`src/rtl/trng_pool.sv`:
```
// rtl/trng_pool.sv - pooled entropy collector with repetition-count health test and FWFT output FIFO
//
// trng_pool: N_SRC synchronised entropy lanes are XORed into one raw bit per
// cycle. Raw bits are optionally von Neumann debiased, then packed MSB-first
// into WIDTH-bit words. Words are buffered in a DEPTH-entry first-word-fall-through
// FIFO. A repetition-count test latches health_fail and flushes all state.
// Optional feature macro: TRNG_VN_DEBIAS_EN (debias FSM in the datapath).
//
// Ports:
//   clk          rising-edge clock
//   reset        synchronous, active-high
//   enable       high = collect entropy; low = freeze collection (FIFO still pops)
//   entropy_in   [N_SRC] asynchronous entropy lanes
//   rand_data    [WIDTH] head-of-FIFO word, zero while rand_valid is low
//   rand_valid   FIFO not empty and no health failure
//   rand_ready   consumer accept; pop on rand_valid & rand_ready
//   fill_level   FIFO occupancy
//   health_fail  sticky repetition-count failure, cleared only by reset
//
// trng_pool_fifo: FWFT word FIFO with flush.
//   s_tdata/s_tvalid/s_tready  write side (push when full allowed if m_tready)
//   m_tdata/m_tvalid/m_tready  read side, head word shown combinationally
//   count                      occupancy

module trng_pool_fifo #(
    parameter int WIDTH = 8,
    parameter int DEPTH = 4
) (
    input  logic                       clk,
    input  logic                       reset,
    input  logic                       flush,
    input  logic [WIDTH-1:0]           s_tdata,
    input  logic                       s_tvalid,
    output logic                       s_tready,
    output logic [WIDTH-1:0]           m_tdata,
    output logic                       m_tvalid,
    input  logic                       m_tready,
    output logic [$clog2(DEPTH+1)-1:0] count
);
    localparam int AW = $clog2(DEPTH);
    localparam int CW = $clog2(DEPTH + 1);
    localparam logic [CW-1:0] FULL_CNT = CW'(DEPTH);

    logic [WIDTH-1:0] mem [DEPTH];
    logic [AW-1:0]    wr_ptr;
    logic [AW-1:0]    rd_ptr;
    logic             do_push;
    logic             do_pop;

    assign m_tvalid = (count != '0);
    assign m_tdata  = mem[rd_ptr];
    // A full FIFO still accepts a word when the head leaves on the same edge.
    assign s_tready = (count != FULL_CNT) || m_tready;
    assign do_pop   = m_tvalid && m_tready;
    assign do_push  = s_tvalid && s_tready;

    always_ff @(posedge clk) begin
        if (do_push) begin
            mem[wr_ptr] <= s_tdata;
        end
    end

    always_ff @(posedge clk) begin
        if (reset || flush) begin
            wr_ptr <= '0;
            rd_ptr <= '0;
            count  <= '0;
        end else begin
            if (do_push) begin
                wr_ptr <= wr_ptr + 1'b1;
            end
            if (do_pop) begin
                rd_ptr <= rd_ptr + 1'b1;
            end
            case ({do_push, do_pop})
                2'b10:   count <= count + 1'b1;
                2'b01:   count <= count - 1'b1;
                default: count <= count;
            endcase
        end
    end
endmodule

module trng_pool #(
    parameter int WIDTH      = 8,
    parameter int DEPTH      = 4,
    parameter int N_SRC      = 2,
    parameter int RCT_CUTOFF = 16
) (
    input  logic                       clk,
    input  logic                       reset,
    input  logic                       enable,
    input  logic [N_SRC-1:0]           entropy_in,
    output logic [WIDTH-1:0]           rand_data,
    output logic                       rand_valid,
    input  logic                       rand_ready,
    output logic [$clog2(DEPTH+1)-1:0] fill_level,
    output logic                       health_fail
);
    localparam int BW = $clog2(WIDTH);
    localparam logic [BW-1:0] LAST_BIT  = BW'(WIDTH - 1);
    localparam logic [7:0]    RCT_LIMIT = 8'(RCT_CUTOFF);

    logic [N_SRC-1:0] sync1;
    logic [N_SRC-1:0] sync2;
    logic [1:0]       sync_vld;
    logic             raw_bit;
    logic             raw_ok;
    logic             take;
    logic             stall;
    logic             prev_raw;
    logic [7:0]       run_cnt;
    logic [7:0]       run_next;
    logic             rct_trip;
    logic             emit;
    logic             emit_bit;
    logic [WIDTH-1:0] shift_q;
    logic [WIDTH-1:0] shift_next;
    logic [WIDTH-1:0] word_q;
    logic             word_pend;
    logic [BW-1:0]    bit_cnt;
    logic             fifo_s_tready;
    logic [WIDTH-1:0] fifo_head;
    logic             fifo_m_tvalid;

    // sync_vld marks when sync2 holds real samples, so the cleared flops are
    // never mistaken for entropy after reset.
    always_ff @(posedge clk) begin
        if (reset) begin
            sync1    <= '0;
            sync2    <= '0;
            sync_vld <= 2'b00;
        end else begin
            sync1    <= entropy_in;
            sync2    <= sync1;
            sync_vld <= {sync_vld[0], 1'b1};
        end
    end

    assign raw_bit = ^sync2;
    assign raw_ok  = enable && sync_vld[1] && !health_fail;
    // A completed word waits in word_q; collection freezes only if it cannot leave.
    assign stall   = word_pend && !fifo_s_tready;
    assign take    = raw_ok && !stall;

    // Repetition count sees every raw bit while enabled, stalled or not.
    assign run_next = (raw_bit != prev_raw) ? 8'd1 : run_cnt + 8'd1;
    assign rct_trip = raw_ok && (run_next == RCT_LIMIT);

    always_ff @(posedge clk) begin
        if (reset) begin
            prev_raw    <= 1'b0;
            run_cnt     <= 8'd0;
            health_fail <= 1'b0;
        end else if (raw_ok) begin
            prev_raw <= raw_bit;
            run_cnt  <= run_next;
            if (rct_trip) begin
                health_fail <= 1'b1;
            end
        end
    end

`ifdef TRNG_VN_DEBIAS_EN
    typedef enum logic {DB_FIRST, DB_SECOND} db_state_t;
    db_state_t db_state;
    logic      db_latch;

    always_ff @(posedge clk) begin
        if (reset || rct_trip) begin
            db_state <= DB_FIRST;
            db_latch <= 1'b0;
        end else if (take) begin
            if (db_state == DB_FIRST) begin
                db_latch <= raw_bit;
                db_state <= DB_SECOND;
            end else begin
                db_state <= DB_FIRST;
            end
        end
    end

    assign emit     = take && (db_state == DB_SECOND) && (raw_bit != db_latch);
    assign emit_bit = db_latch;
`else
    assign emit     = take;
    assign emit_bit = raw_bit;
`endif

    assign shift_next = {shift_q[WIDTH-2:0], emit_bit};

    always_ff @(posedge clk) begin
        if (reset || rct_trip) begin
            shift_q   <= '0;
            word_q    <= '0;
            word_pend <= 1'b0;
            bit_cnt   <= '0;
        end else begin
            if (word_pend && fifo_s_tready) begin
                word_pend <= 1'b0;
            end
            if (emit) begin
                if (bit_cnt == LAST_BIT) begin
                    word_q    <= shift_next;
                    word_pend <= 1'b1;
                    bit_cnt   <= '0;
                end else begin
                    shift_q <= shift_next;
                    bit_cnt <= bit_cnt + 1'b1;
                end
            end
        end
    end

    trng_pool_fifo #(
        .WIDTH (WIDTH),
        .DEPTH (DEPTH)
    ) u_fifo (
        .clk      (clk),
        .reset    (reset),
        .flush    (rct_trip),
        .s_tdata  (word_q),
        .s_tvalid (word_pend),
        .s_tready (fifo_s_tready),
        .m_tdata  (fifo_head),
        .m_tvalid (fifo_m_tvalid),
        .m_tready (rand_ready && !health_fail),
        .count    (fill_level)
    );

    assign rand_valid = fifo_m_tvalid && !health_fail;
    assign rand_data  = rand_valid ? fifo_head : '0;
endmodule
```
`config.mk`:
```
export PLATFORM = sky130hd
export DESIGN_NAME = trng_pool
export DESIGN_NICKNAME = d
export VERILOG_FILES = /design/src/rtl/trng_pool.sv
export SDC_FILE = /design/constraint.sdc
export NUM_CORES = 1
export LEC_CHECK = 0
export BUFFER_PORTS_ARGS = -buffer_cell sky130_fd_sc_hd__buf_2
export CAP_MARGIN = 20
export CORE_MARGIN = 4
export CORE_UTILIZATION = 37
export CTS_BUF_LIST = sky130_fd_sc_hd__clkbuf_8
export DETAILED_ROUTE_END_ITERATION = 16
export GPL_ROUTABILITY_DRIVEN = 0
export GPL_TIMING_DRIVEN = 0
export HOLD_SLACK_MARGIN = 0.08
export PLACE_DENSITY_LB_ADDON = 0.12
export SYNTH_ARGS = -nofsm -noshare
export SYNTH_HDL_FRONTEND = slang
export SYNTH_SLANG_ARGS = --single-unit
```
`constraint.sdc`:
```
create_clock -name clk -period 3.4 [get_ports clk]
set_clock_uncertainty 0.2 [all_clocks]
set_input_delay 0.68 -clock clk [delete_from_list [all_inputs] [get_ports clk]]
set_output_delay 0.68 -clock clk [all_outputs]
set_load 0.02 [all_outputs]
```
==> results.sh, run 1 <==
export IMPL_cts_hold_buf=0
export IMPL_wl_per_cell_um=15.5
export IMPL_synth_seq_cells=76
export IMPL_syn2layout_area_growth_pct=11.8
export IMPL_drt_initial_drc_count=68
export IMPL_grt_use_total_pct=12.3
export IMPL_final_core_util_pct=43.1
export IMPL_vias=2094
export IMPL_yosys_top_cells_count="44 x dfxtp_1, 32 x edfxtp_1, 23 x a211oi_1, 17 x mux2i_1, 12 x and2_1"
export IMPL_synth_top_area_share_pct=28.2
export IMPL_dr_pass1_iters=4
export IMPL_synth_top_family_by_area="simple AND/OR/NAND/NOR gates"
export IMPL_crit_type="reg -> out"
export IMPL_rows=34
export IMPL_grt_pass1_vias=2007
export IMPL_synth_fa_ha_area_share_pct=3.53
export IMPL_p_leak_uw=0.00127
export IMPL_drive_above_1_share_pct=20.7
export IMPL_hp_start="sync1[0]"
export IMPL_numCtsBuffers=9
export IMPL_clock_sinks=76
export IMPL_yosys_warnings=0
export IMPL_crit_path_start_kind="flop"
export IMPL_synth_mux_area_share_pct=10.3
export IMPL_cts_resized=0
export IMPL_ant_nets=0
export IMPL_peakVddDrop_v=0.000224
export IMPL_clk_pin_slew_ns=0.08
export IMPL_fin_crit_ns=2.95
export IMPL_yosysUniqueCellTypes=54
export IMPL_synth_compound_area_share_pct=11.7
export IMPL_ys_top_cells_by_area="edfxtp_1 28%, dfxtp_1 26%, mux4_2 5.3%"
export IMPL_maxCapViolations=0
export IMPL_grt_pass1_wl_um=10600
export IMPL_synth_most_common_cell="dfxtp_1"
export IMPL_status="completed"
export IMPL_hold_viol=0
export IMPL_h_tree_depth=3
export IMPL_netlist_area_mm2=0.00341
export IMPL_synthFlopType="dfxtp_1"
export IMPL_netlist_instances=266
export IMPL_multi_input_area_mm2=0.00139
export IMPL_fillers=829
export IMPL_max_freq_ghz=0.339
export IMPL_syn_avg_cell_area_um2=12.8
export IMPL_yosysSeqAreaShare_pct=54.1
export IMPL_ys_async_sr_fraction_pct=0
export IMPL_worstMarginPinSlew_ns=0.725
export IMPL_cts_root_buf="clkbuf_8"
export IMPL_pin_count=19
export IMPL_routed_wl_um=6290
export IMPL_cts_tree="yes"
export IMPL_route_detailed_drc=0
export IMPL_synth_simple_area_share_pct=12.6
export IMPL_r2r_start="health_fail"
export IMPL_synth_enable_flop_cells=32
export IMPL_via_per_inst=5.14
export IMPL_p_total_uw=1640
export IMPL_grt_max_degree=16
export IMPL_dieWidth_um=104
export IMPL_cp_end_kind="output port"
export IMPL_hp_class="reg -> reg"
export IMPL_post_route_period_util_pct=86.7
export IMPL_dpl_hpwl_um=4370
export IMPL_diodes=0
export IMPL_num_nets_final=309
export IMPL_grt_overflow_total=0
export IMPL_finalMaxSlewViolations=0
export IMPL_rsz0062_at_grt="no"
export IMPL_antenna_found_initial=0
export IMPL_critPathArrivalTime_ns=2.07
export IMPL_finalSetupTns_ns=0
export IMPL_syn_num_nets=281
export IMPL_synth_xor_area_share_pct=2.79
export IMPL_die_h_um=104
export IMPL_slew_headroom_pct=51.5
export IMPL_core_area_mm2=0.00885
export IMPL_crit_fanout=8
export IMPL_synth_top_area_cell="edfxtp_1"
export IMPL_initial_utilization_pct=38.5
export IMPL_cts_setup_buffers=0
export IMPL_clk_path_buf_depth=2
export IMPL_worstPathRequired_ns=2.52
export IMPL_dieArea_mm2=0.0108
export IMPL_p_per_area_mw_per_mm2=430
export IMPL_clk_latency_ns=0.35
export IMPL_seq_area_mm2=0.00184
export IMPL_setup_viol=0
export IMPL_port_buffer_count=17
==> metrics by stage <==
stage / cell area [um2] / hold WS [ns] / setup WS, ns / instances
floorplan: 3410 / 0.214 / 0.777 / 266
global placement: 3630 / 0.226 / 0.399 / 391
detailed placement: 3630 / 0.228 / 0.344 / 391
CTS: 3810 / 0.248 / 0.362 / 407
global route: 3810 / 0.266 / 0.218 / 407
finish: 3810 / 0.247 / 0.452 / 407
==> path summary, 6_finish.rpt <==
| path | endpoint | slack (ns) | depth (start not counted) |
|---|---|---|---|
| setup / recovery | rand_data[5] | 0.45 | 4 |
| hold reg to reg | sync2[0] | 0.25 | 1 |
| setup reg to reg | u_fifo.count[2] | 0.63 | 10 |
| hold / removal | sync2[0] | 0.25 | 1 |
==> cell families after synthesis <==
family,count (synthesis)
AO/OA/AOI/OAI,52
XOR/XNOR,9
adder cells (fa/ha/maj),9
buffers and inverters,25
flip-flops,76
multiplexers,25
AND/OR/NAND/NOR,70
==> layout by cell type (no fill, tap or decap), types with 2 or more instances in the layout <==
cell type / synthesis / routed
mux4_2: 8 / 8
a311oi_1: 2 / 2
nand4_1: 2 / 2
a31oi_1: 3 / 3
nand2b_1: 4 / 4
a221oi_1: 5 / 5
a21oi_1: 6 / 6
nor2_1: 11 / 11
mux2i_1: 17 / 17
nor3_1: 8 / 8
xor2_1: 4 / 4
edfxtp_1: 32 / 32
clkbuf_8: 0 / 9
o21ai_0: 4 / 4
a21o_2: 2 / 2
buf_2: 2 / 19
nor2b_1: 5 / 5
nand3_1: 2 / 2
and2_1: 12 / 12
xnor2_1: 4 / 4
buf_6: 6 / 6
a211oi_1: 23 / 23
dfxtp_1: 44 / 44
inv_6: 0 / 3
inv_1: 11 / 11
or3_1: 4 / 4
ha_1: 8 / 8
nand2_1: 9 / 9
==> layer usage <==
| metal | up-vias | part of all wire, % | global-route usage (%) |
|---|---|---|---|
| met4 | 0 | 1.1 | 3.42 |
| met3 | 5 | 4.2 | 4.53 |
| met1 | 991 | 47 | 15.4 |
| li1 | 1062 | - | - |
| met5 | - | 0 | 0 |
| met2 | 36 | 48 | 19.8 |
==> registers in the layout (all words and copies together), names as in the netlist, 3 cells and up, named ones only <==
name and flops:
u_fifo.count 3, run_cnt 8, u_fifo.mem 32, shift_q 7, word_q 8, bit_cnt 3
==> power breakdown <==
part           leakage, uW  switching (uW)  internal [uW]  total, uW
Combinational     0.000522            27.2           19.4       46.6
Clock            0.0000925             363            278        641
Sequential        0.000653            3.91            947        951
==> critical path: stages (launching register included) <==
cell and delay, ns:
dfxtp_1 0.32, clkbuf_1 0.52, mux4_2 0.58, and2_1 0.16, buf_2 0.15
==> area by class of cell <==
type                       count  share of cell area, %
buffer                        14                   3.45
timing repair buffer          17                   2.23
inverter                      11                   1.08
clock buffer                   9                   3.25
sequential                    76                   48.3
tap                          108                   3.55
clock inverter                 7                   1.54
multi-input combinational    165                   36.6
Note: power is estimated with default switching activity, not from simulation.
==> run 2: changes to the inputs <==
ABC_AREA = 1   (was default)
CTS_BUF_LIST = default   (was sky130_fd_sc_hd__clkbuf_8)
==> results.sh, run 2 <==
export IMPL_cts_setup_buffers=0
export IMPL_hp_start="sync1[1]"
export IMPL_syn2layout_area_growth_pct=12.1
export IMPL_netlist_area_mm2=0.00332
export IMPL_setup_viol=0
export IMPL_critPathMaxStageDelay_ns=0.42
export IMPL_layout_commonest_cell="nor2_1"
export IMPL_final_cell_mix="73 x nor2_1, 61 x nand2_1, 57 x inv_1"
export IMPL_die_h_um=103
export IMPL_maxCapViolations=0
export IMPL_port_buffer_count=17
export IMPL_slew_headroom_pct=43.2
export IMPL_syn_avg_cell_area_um2=8.67
export IMPL_yosys_warnings=0
export IMPL_routed_wl_um=6040
export IMPL_p_per_area_mw_per_mm2=441
export IMPL_synth_top_area_share_pct=28.9
export IMPL_p_leak_uw=0.00144
export IMPL_synthFlopType="dfxtp_1"
export IMPL_rows=34
export IMPL_wl_per_cell_um=11.5
export IMPL_crit_path_start_kind="flop"
export IMPL_peakVddDrop_v=0.000162
export IMPL_finalMaxSlewViolations=0
export IMPL_crit_fanout=10
export IMPL_cts_hold_buf=0
export IMPL_grt_pass1_vias=2191
export IMPL_clk_path_buf_depth=2
export IMPL_worstMarginPinSlew_ns=0.849
export IMPL_clock_sinks=76
export IMPL_grt_overflow_total=0
export IMPL_cp_slowest_cell="buf_1"
export IMPL_yosys_top_cells_count="73 x nor2_1, 61 x nand2_1, 57 x inv_1, 44 x dfxtp_1, 34 x o21ai_0"
export IMPL_cp_end_kind="output port"
export IMPL_dr_pass1_iters=4
export IMPL_largest_register="u_fifo.mem"
export IMPL_via_per_inst=4.45
export IMPL_path_buf_inv=3
export IMPL_pin_count=19
export IMPL_max_freq_ghz=0.342
export IMPL_drt_initial_drc_count=86
export IMPL_status="completed"
export IMPL_synth_seq_cells=76
export IMPL_yosysUniqueCellTypes=32
export IMPL_vias=2333
export IMPL_ant_nets=0
export IMPL_yosysSeqAreaShare_pct=55.5
export IMPL_cts_resized=0
export IMPL_synth_most_common_cell="nor2_1"
export IMPL_pre_cts_ws_ns=0.795
export IMPL_core_area_mm2=0.00872
export IMPL_grt_max_degree=16
export IMPL_setup_ws_ns=0.480
export IMPL_h_tree_depth=3
export IMPL_numCtsBuffers=9
export IMPL_netlist_instances=383
export IMPL_synth_top_area_cell="edfxtp_1"
export IMPL_grt_use_total_pct=12.7
export IMPL_diodes=0
export IMPL_drive_above_1_share_pct=14.2
export IMPL_clk_latency_ns=0.34
export IMPL_fin_crit_ns=2.92
export IMPL_initial_utilization_pct=38.1
export IMPL_largest_reg_flops=32
export IMPL_worstPathRequired_ns=2.52
export IMPL_rsz0062_at_grt="no"
export IMPL_antenna_found_initial=0
export IMPL_cts_tree="yes"
export IMPL_ys_async_sr_fraction_pct=0
export IMPL_cts_root_buf="clkbuf_8"
export IMPL_fillers=884
export IMPL_crit_chain="clkbuf_1, buf_1, nor2_1, nor2_1, o21ai_0, a21oi_1, buf_2"
export IMPL_post_route_period_util_pct=85.9
export IMPL_syn_num_nets=398
export IMPL_crit_type="reg -> out"
export IMPL_synth_enable_flop_cells=32
export IMPL_route_detailed_drc=0
export IMPL_hold_viol=0
export IMPL_hp_class="reg -> reg"
export IMPL_clk_pin_slew_ns=0.08
export IMPL_cp_top_family="buffers and inverters"
export IMPL_dieArea_mm2=0.0106
export IMPL_critPathArrivalTime_ns=2.04
export IMPL_finalSetupTns_ns=0
export IMPL_ys_top_cells_by_area="edfxtp_1 29%, dfxtp_1 27%, nor2_1 8.3%"
export IMPL_r2r_start="health_fail"
export IMPL_grt_pass1_wl_um=10300
export IMPL_crit_top_cell="nor2_1"
export IMPL_dpl_hpwl_um=4260
export IMPL_dieWidth_um=103
export IMPL_top_regs="u_fifo.mem x32, run_cnt x8, word_q x8"
export IMPL_num_nets_final=426
## run 2: changes by cell type after synthesis, sizes merged, moves of 8 or more
cell    before  now
nor2        12   85
nand2        9   65
inv         11   60
o21ai        4   34
a211oi      23    1
mux2i       17    0
a21oi        6   17
and2        12    1
nand3        3   13
mux4         8    0
nor3         8    0
## run 2: cells by family after synthesis
group | after synthesis | share of synthesized area, %
fa+ha+maj | 9 | 3.62
xor+xnor | 6 | 1.58
flops | 76 | 55.5
simple gates | 166 | 21.5
mux | 1 | 0.339
compound gates | 55 | 8.55
buf+inv | 70 | 8.97
## run 2: cell type report
cell class / count / area (um2) / share of cell area, %
sequential: 76 / 1840 / 49.5
clock inverter: 7 / 57.6 / 1.55
clock buffer: 9 / 124 / 3.33
multi-input combinational: 237 / 1180 / 31.7
buffer: 9 / 68.8 / 1.85
tap: 108 / 135 / 3.63
timing repair buffer: 17 / 85.1 / 2.29
inverter: 61 / 229 / 6.15
## run 2: worst min-delay path, stage by stage, from the launching register on
cell     delay [ns]
dfxtp_1        0.30
inv_1          0.04
nor2_1         0.03
## run 2: per-layer routing
metal | share of wire (%) | GRT usage, %
met5 | 0 | 0
met4 | 1.7 | 5.68
met3 | 3.6 | 3.18
met2 | 48 | 21.3
met1 | 46 | 15.6
## run 2: stage by stage
| step | power (uW) | instances | util (%) | hold slack, ns | instance area [um2] |
|---|---|---|---|---|---|
| final | 1640 | 524 | 42.7 | 0.207 | 3720 |
| after CTS | 1670 | 524 | 42.7 | 0.206 | 3720 |
| after floorplan | 1020 | 383 | - | 0.188 | 3320 |
| after global placement | 1030 | 508 | 40.6 | 0.195 | 3540 |
| after detailed placement | 1030 | 508 | 40.6 | 0.193 | 3540 |
| after global routing | 1710 | 524 | 42.7 | 0.231 | 3720 |
## run 2: final timing paths
check                                  endpoint  slack, ns  cells after the start
worst max-delay path               rand_data[2]       0.48                      7
worst min-delay path                   sync2[1]       0.21                      2
worst max register to register  u_fifo.count[2]       1.12                     11
worst min register to register         sync2[1]       0.21                      2
## run 2: power by group
group / switching [uW] / leakage (uW) / total [uW] / internal [uW]
Clock: 356 / 0.0000829 / 630 / 274
Combinational: 34.0 / 0.000730 / 53.2 / 19.1
Sequential: 6.86 / 0.000625 / 957 / 951
Total: 397 / 0.00144 / 1640 / 1240
==> run 3: changes to the inputs <==
CELL_PAD_IN_SITES_DETAIL_PLACEMENT = 1   (was default)
CELL_PAD_IN_SITES_GLOBAL_PLACEMENT = 1   (was default)
==> results.sh, run 3 (synthesis results as in run 2) <==
export IMPL_drt_initial_drc_count=56
export IMPL_worstPathRequired_ns=2.52
export IMPL_cp_end_kind="output port"
export IMPL_port_buffer_count=17
export IMPL_diodes=0
export IMPL_cts_root_buf="clkbuf_8"
export IMPL_finalSetupTns_ns=0
export IMPL_cts_resized=0
export IMPL_crit_type="reg -> out"
export IMPL_dr_pass1_iters=4
export IMPL_critPathMaxStageDelay_ns=0.42
export IMPL_p_leak_uw=0.00144
export IMPL_rr_worst_depth=11
export IMPL_clk_latency_ns=0.35
export IMPL_cts_hold_buf=0
export IMPL_pin_count=19
export IMPL_setup_viol=0
export IMPL_p_per_area_mw_per_mm2=443
export IMPL_post_dp_cell_area_mm2=0.00354
export IMPL_finalMaxSlewViolations=0
export IMPL_h_tree_depth=3
export IMPL_clk_pin_slew_ns=0.09
export IMPL_post_route_period_util_pct=86.3
export IMPL_cts_setup_buffers=0
export IMPL_rows=34
export IMPL_die_h_um=103
export IMPL_dieArea_mm2=0.0106
export IMPL_num_nets_final=426
export IMPL_crit_top_cell="nor2_1"
export IMPL_largest_register="u_fifo.mem"
export IMPL_antenna_found_initial=0
export IMPL_max_freq_ghz=0.341
export IMPL_clk_path_buf_depth=2
export IMPL_grt_use_total_pct=13.9
export IMPL_cp_slowest_cell="buf_1"
export IMPL_core_area_mm2=0.00872
export IMPL_top_regs="u_fifo.mem x32, run_cnt x8, word_q x8"
export IMPL_final_cell_mix="73 x nor2_1, 61 x nand2_1, 57 x inv_1"
export IMPL_slew_headroom_pct=50.8
export IMPL_ant_nets=0
export IMPL_layout_commonest_cell="nor2_1"
export IMPL_crit_path_start_kind="flop"
export IMPL_dpl_hpwl_um=4920
export IMPL_stdcell_count=524
export IMPL_vias=2425
export IMPL_crit_fanout=10
export IMPL_critPathArrivalTime_ns=2.06
export IMPL_largest_reg_flops=32
export IMPL_syn2layout_area_growth_pct=12.1
export IMPL_numCtsBuffers=9
export IMPL_pre_cts_ws_ns=0.752
export IMPL_grt_overflow_total=0
export IMPL_fin_crit_ns=2.94
export IMPL_crit_chain="clkbuf_1, buf_1, nor2_1, nor2_1, o21ai_0, a21oi_1, buf_2"
export IMPL_setup_ws_ns=0.465
export IMPL_maxCapViolations=0
export IMPL_dieWidth_um=103
export IMPL_initial_utilization_pct=38.1
export IMPL_hp_class="reg -> reg"
export IMPL_grt_pass1_vias=2467
export IMPL_worstMarginPinSlew_ns=0.736
export IMPL_peakVddDrop_v=0.000198
export IMPL_fin_area_mm2=0.00372
export IMPL_hold_viol=0
export IMPL_status="completed"
export IMPL_rsz0062_at_grt="no"
export IMPL_cts_tree="yes"
export IMPL_routed_wl_um=6440
export IMPL_wl_per_cell_um=12.3
export IMPL_hold_path_depth=2
export IMPL_drive_above_1_share_pct=14.2
export IMPL_dp_cells=508
export IMPL_route_detailed_drc=0
export IMPL_via_per_inst=4.63
export IMPL_grt_pass1_wl_um=11300
export IMPL_grt_max_degree=16
export IMPL_clock_sinks=76
export IMPL_p_total_uw=1650
export IMPL_ff2ff_setup_slack_ns=1.08
run 3: cell types whose count changed in the layout (fill, tap and decap cells not counted), sizes merged:
| cell | change |
|---|---|
| clkinvlp | -1 |
| inv | +1 |
run 3: report_power, final:
group	switching [uW]	internal [uW]	total [uW]
Combinational	35.6	19.1	54.7
Clock	360	276	636
Sequential	7.01	951	958
Total	402	1250	1650
run 3: final cells by class:
cell class | instances | area (um2)
timing repair buffer | 17 | 85.1
clock buffer | 9 | 124
fill | 1035 | 5000
inverter | 61 | 229
buffer | 9 | 68.8
sequential | 76 | 1840
clock inverter | 7 | 57.6
multi-input combinational | 237 | 1180
tap | 108 | 135
run 3: per-stage QoR:
stage	utilization, %	hold slack [ns]
after global placement	40.6	0.191
after global routing	42.7	0.249
final	42.7	0.203
after CTS	42.7	0.205
after floorplan	-	0.188
after detailed placement	40.6	0.199
run 3: path summary, 6_finish.rpt:
kind                             startpoint              end
worst max register to register  health_fail  u_fifo.count[2]
worst min-delay path               sync1[0]         sync2[0]
worst min register to register     sync1[0]         sync2[0]
worst max-delay path                   flop     rand_data[4]
run 3: routing by layer:
layer  vias up  routed length, um  track usage [%]
li1       1262                  -                -
met1      1127               2940             16.6
met2        24               3220             24.3
met3        12                154             2.64
met4         0                135             5.98
met5         -                  0                0
run 3: worst max-delay path: cells and delay by family (launching register included):
family                 cells  cell delay [ns]
AND/OR/NAND/NOR            2             0.18
flip-flops                 1             0.31
buffers and inverters      3             0.95
AO/OA/AOI/OAI              2             0.27
